[src/rtl/add_share_arb.sv]
// Round-robin arbiter sharing one WIDTH-bit adder among NREQ requesters, with a
// single-entry registered result buffer. Define ADD_SHARE_ARB_CARRY_EN to add rsp_cout.
//
// state   | meaning
// --------+-----------------------------------------------
// S_EMPTY | result buffer empty, rsp_valid=0
// S_FULL  | result buffer holds a sum, rsp_valid=1
module add_share_arb #(
  parameter int WIDTH = 32,
  parameter int NREQ  = 2
) (
  input  logic                  clk,
  input  logic                  rst_n,
  input  logic [NREQ-1:0]       req_valid,
  output logic [NREQ-1:0]       req_ready,
  input  logic [NREQ*WIDTH-1:0] req_a,
  input  logic [NREQ*WIDTH-1:0] req_b,
  output logic                  rsp_valid,
  input  logic                  rsp_ready,
  output logic [WIDTH-1:0]      rsp_sum,
  output logic [1:0]            rsp_id
`ifdef ADD_SHARE_ARB_CARRY_EN
  ,
  output logic                  rsp_cout
`endif
);

  typedef enum logic {S_EMPTY, S_FULL} state_t;

  state_t           r_state;
  logic [1:0]       r_ptr;
  logic [WIDTH-1:0] r_sum;
  logic [1:0]       r_id;

  logic             w_can_accept;
  logic             w_gnt_any;
  logic [1:0]       w_gnt_idx;
  logic             w_fire;
  logic [3:0]       w_valid_ext;
  logic [3:0]       w_ready_ext;
  logic [WIDTH-1:0] w_a;
  logic [WIDTH-1:0] w_b;
  logic [WIDTH-1:0] w_sum;

  // (base + off) mod NREQ; base < NREQ and off < NREQ, so one subtraction suffices
  function automatic logic [1:0] wrap_idx(input logic [1:0] base, input int off);
    int s;
    s = int'(base) + off;
    if (s >= NREQ) s = s - NREQ;
    return s[1:0];
  endfunction

  assign w_valid_ext  = 4'(req_valid);
  assign w_can_accept = (r_state == S_EMPTY) || rsp_ready;

  always_comb begin
    w_gnt_any = 1'b0;
    w_gnt_idx = r_ptr;
    for (int k = 0; k < NREQ; k++) begin
      if (!w_gnt_any && w_valid_ext[wrap_idx(r_ptr, k)]) begin
        w_gnt_any = 1'b1;
        w_gnt_idx = wrap_idx(r_ptr, k);
      end
    end
  end

  // rst_n gates the grant so no handshake can complete while reset is held
  assign w_fire      = rst_n && w_can_accept && w_gnt_any;
  assign w_ready_ext = w_fire ? (4'b0001 << w_gnt_idx) : 4'b0000;
  assign req_ready   = w_ready_ext[NREQ-1:0];

  always_comb begin
    w_a = '0;
    w_b = '0;
    for (int i = 0; i < NREQ; i++) begin
      if (w_gnt_idx == 2'(i)) begin
        w_a = req_a[i*WIDTH +: WIDTH];
        w_b = req_b[i*WIDTH +: WIDTH];
      end
    end
  end

`ifdef ADD_SHARE_ARB_CARRY_EN
  logic w_cout;
  logic r_cout;
  assign {w_cout, w_sum} = {1'b0, w_a} + {1'b0, w_b};
  assign rsp_cout = r_cout;

  always_ff @(posedge clk or negedge rst_n) begin
    if (!rst_n) begin
      r_cout <= 1'b0;
    end else if (w_fire) begin
      r_cout <= w_cout;
    end
  end
`else
  assign w_sum = w_a + w_b;
`endif

  always_ff @(posedge clk or negedge rst_n) begin
    if (!rst_n) begin
      r_state <= S_EMPTY;
      r_ptr   <= 2'd0;
      r_sum   <= '0;
      r_id    <= 2'd0;
    end else begin
      case (r_state)
        S_EMPTY: begin
          if (w_fire) begin
            r_state <= S_FULL;
            r_sum   <= w_sum;
            r_id    <= w_gnt_idx;
            r_ptr   <= wrap_idx(w_gnt_idx, 1);
          end
        end
        S_FULL: begin
          if (w_fire) begin
            r_sum <= w_sum;
            r_id  <= w_gnt_idx;
            r_ptr <= wrap_idx(w_gnt_idx, 1);
          end else if (rsp_ready) begin
            r_state <= S_EMPTY;
          end
        end
        default: r_state <= S_EMPTY;
      endcase
    end
  end

  assign rsp_valid = (r_state == S_FULL);
  assign rsp_sum   = r_sum;
  assign rsp_id    = r_id;

endmodule

[config.mk]
export PLATFORM = sky130hd
export DESIGN_NAME = add_share_arb
export DESIGN_NICKNAME = d
export VERILOG_FILES = /design/src/rtl/add_share_arb.sv
export SDC_FILE = /design/constraint.sdc
export NUM_CORES = 1
export LEC_CHECK = 0
export CAP_MARGIN = 20
export CORE_MARGIN = 1
export CORE_UTILIZATION = 43
export DETAILED_ROUTE_END_ITERATION = 8
export PLACE_DENSITY_LB_ADDON = 0.12
export SKIP_LAST_GASP = 1
export SLEW_MARGIN = 20
export SYNTH_ARGS = -nofsm -noshare
export SYNTH_HDL_FRONTEND = slang
export SYNTH_SLANG_ARGS = --single-unit
[constraint.sdc]
create_clock -name clk -period 4.15 [get_ports clk]
set_input_delay 0.83 -clock clk [delete_from_list [all_inputs] [get_ports clk]]
set_output_delay 0.83 -clock clk [all_outputs]
set_load 0.03 [all_outputs]
==> flow_summary_export.csv <==
group,metric,value,unit
worst_setup_path,timing.rr.end,"rsp_sum[30]",
timing,fin_crit,3.94,ns
layout,fin_util,70.1,%
logic_synthesis,syn_avg_cell_area,8.33,sq um
clocking,path_clk_slew,0.08,ns
clocking,clock_path_buffers,2,
power,total_power,0.00339,W
logic_synthesis,synthCells,450,
logic_synthesis,synth-edff-count,0,
timing,rsz0062_at_grt,"false",
die,start_util,44.9,%
die,core,8340,sq um
power,p_per_area,580,nW/um^2
global_route,grt_util_all_layers,25.3,%
logic_synthesis,syn_nets,615,
layout,design_area,5850,sq um
clocking,h-tree-depth,2,
detailed_routing,antenna_left,0,
placement,io_buffers,169,
worst_hold_path,hp-start,"rsp_sum[4]",
die,num_rows,33,
die,die-area,9090,sq um
power,peakVddDrop,0.232,mV
global_route,grt_max_degree,66,
worst_setup_path,critPathCaptureType,"flip-flop",
logic_synthesis,syn_area,3750,sq um
detailed_routing,avgRoutedWirePerCell,15.5,um
die,fp.dieW,95.4,um
global_route,grt_pass1_wl,18400,um
placement,hpwlAfterDp,9240,um
placement,dpl_worst_slack,-0.0953,ns
timing,drv_slew,0,
timing,tns,0,ns
global_route,gr-total-overflow,0,
die,die_h,95.4,um
worst_setup_path,r2r_slack,0.85,ns
timing,relSlewSlack,59.2,%
detailed_routing,finalWirelength,11300,um
power,total_leakage_power,2.59,nW
logic_synthesis,synth_ff_type,"dfrtp_1",
worst_setup_path,regToRegStartpoint,"r_ptr[0]",
logic_synthesis,ys_types,52,
global_route,first_global_vias,3938,
worst_setup_path,startpoint_type,"primary input",
placement,gp_congestion,0.855,
clocking,cts.sinks,37,
timing,fmax,0.254,GHz
clocking,tritoncts,"done",
detailed_routing,drt_first_pass_iters,4,
timing,finalHoldViolations,0,
detailed_routing,drc_errors,0,
flow_run,drv_cap,0,
worst_hold_path,whs_path_depth,2,
timing,tightestPinTransition,0.612,ns
detailed_routing,drt_iter0_markers,108,
clocking,numCtsBuffers,5,
timing,fin_crit_sh,95.0,%
logic_synthesis,synthArstFlopShare,100,%
timing,fin_ws,0.209,ns
layout,nNetsFinal,793,
timing,skew,0.00660,ns
timing,finalSetupViolCount,0,
worst_setup_path,crit_type,"in2reg",
worst_setup_path,critical_path.max_fanout,27,
worst_setup_path,reg2regPathDepth,13,
clocking,post_cts_buffers,0,
layout,drive_above_1_share,10.5,%
layout,area_growth_syn_to_layout,56.1,%
logic_synthesis,yosysWarnings,0,
detailed_routing,vias,4130,
detailed_routing,viasPerCell,5.63,
logic_synthesis,ys_seq_area_share,24.7,%
run_status,status,"complete, no violations",
clocking,insertion_delay,0.29,ns
worst_hold_path,hold_path_end,"rsp_sum[4]",
layout,n_antenna_cell,0,
worst_hold_path,hold_path.class,"reg2reg",
worst_setup_path,critical_path_required,4.31,ns
die,num_io_pins,170,
worst_setup_path,worstPathArrival,4.10,ns
clocking,cts.repair.resized,0,
placement,placed_area,5760,sq um
clocking,clock-root-buffer,"clkbuf_8",
global_route,antenna_found_initial,0,
clocking,hold_buffers,0,
logic_synthesis,synth.ff_latch_count,37,
## flip-flops by register name (all words and copies together), names as in the netlist
name,cells
r_ptr,2
rsp_sum,32
rsp_valid,1
rsp_id,2
## report_power, final
group / internal (W) / switching (W)
Combinational: 0.00117 / 0.00135
Clock: 0.000132 / 0.000128
Sequential: 0.000517 / 0.0000991
Total: 0.00182 / 0.00157
## worst max-delay path by stage
stage                       from  slack, ns  cells past startpoint     endpoint
floorplan           req_valid[1]       0.48                     14  rsp_sum[30]
global placement    req_valid[1]       0.02                     15  rsp_sum[31]
detailed placement  req_valid[1]       -0.1                     15  rsp_sum[17]
CTS                 req_valid[1]       0.21                     15  rsp_sum[17]
global route        req_valid[1]       0.02                     15  rsp_sum[28]
finish              req_valid[1]       0.21                     15  rsp_sum[17]
## critical path, cell delays in order
cell	delay [ns]
clkdlybuf4s50_1	0.48
buf_4	0.18
a21oi_1	0.22
o21ai_4	0.15
buf_12	0.18
a22o_1	0.20
ha_1	0.34
a21o_1	0.19
a31o_2	0.24
o21ai_2	0.19
o221ai_2	0.16
a221oi_2	0.35
o21ai_2	0.16
xnor2_1	0.15
o21ai_1	0.07
## metal layers
metal	track usage (%)	vias to the layer above	routed length, um
met5	0	-	0
met4	5.05	0	114
met3	3.27	12	563
met2	44.8	149	5620
met1	32.8	1919	5060
li1	-	2050	-
## final cells by class
| class | instances | area [sq um] |
|---|---|---|
| Multi-Input combinational cell | 369 | 2660 |
| Clock buffer | 7 | 86.3 |
| Inverter | 6 | 22.5 |
| Tap cell | 105 | 131 |
| Sequential cell | 37 | 926 |
| Timing Repair Buffer | 209 | 2020 |
| Fill cell | 688 | 2490 |
## layout by cell type, fill, tap and decap left out, types with 4 or more instances in the layout
cell               n
nor3_1             7
inv_1              6
xnor2_1           10
a221oi_2           4
nor2_1            14
o21bai_1           6
nand2_1           58
a22o_1            62
ha_1              31
o21ai_1            5
a31oi_1            8
buf_4             38
a21oi_1           23
clkbuf_8           6
a21o_1            18
clkdlybuf4s50_1  167
dfrtp_1           37
nand3_1           17
o21ai_0           31
xor2_1            17
## cells in the mapped netlist (4+ instances only)
library cell / instances / share of area, %
a22o_1: 62 / 14
nand2_1: 58 / 5.8
dfrtp_1: 37 / 25
o21ai_0: 32 / 4.3
clkbuf_1: 31 / 3.1
ha_1: 31 / 10
a21oi_1: 23 / 3.1
a21o_1: 19 / 3.8
nand3_1: 17 / 2.3
xor2_1: 17 / 4.0
nor2_1: 14 / 1.4
xnor2_1: 10 / 2.3
a31oi_1: 8 / 1.3
nor3_1: 7 / 0.93
inv_1: 6 / 0.60
o21bai_1: 6 / 1.2
o21ai_1: 5 / 0.67
a221oi_2: 4 / 1.6
buf_2: 4 / 0.53
nand2b_1: 4 / 0.67
## cell families after synthesis
logic type                 Yosys count  synth area share (%)
xor gates and xnor gates            27                  6.31
DFF                                 37                  24.7
AOI/OAI and AO/OA                  189                  38.2
buffers and inverters               44                  4.67
and+or+nand+nor                    118                  14.4
muxes                                3                 0.868
adders and majority gates           32                  10.9
## through the flow
step           hold WS, ns  instances
2_1_floorplan        0.533        450
3_3_place_gp         0.461        726
3_5_place_dp         0.470        726
4_1_cts              0.488        733
5_1_grt              0.506        733
6_report             0.484        733
No activity file was read; power rests on OpenSTA's default activity.
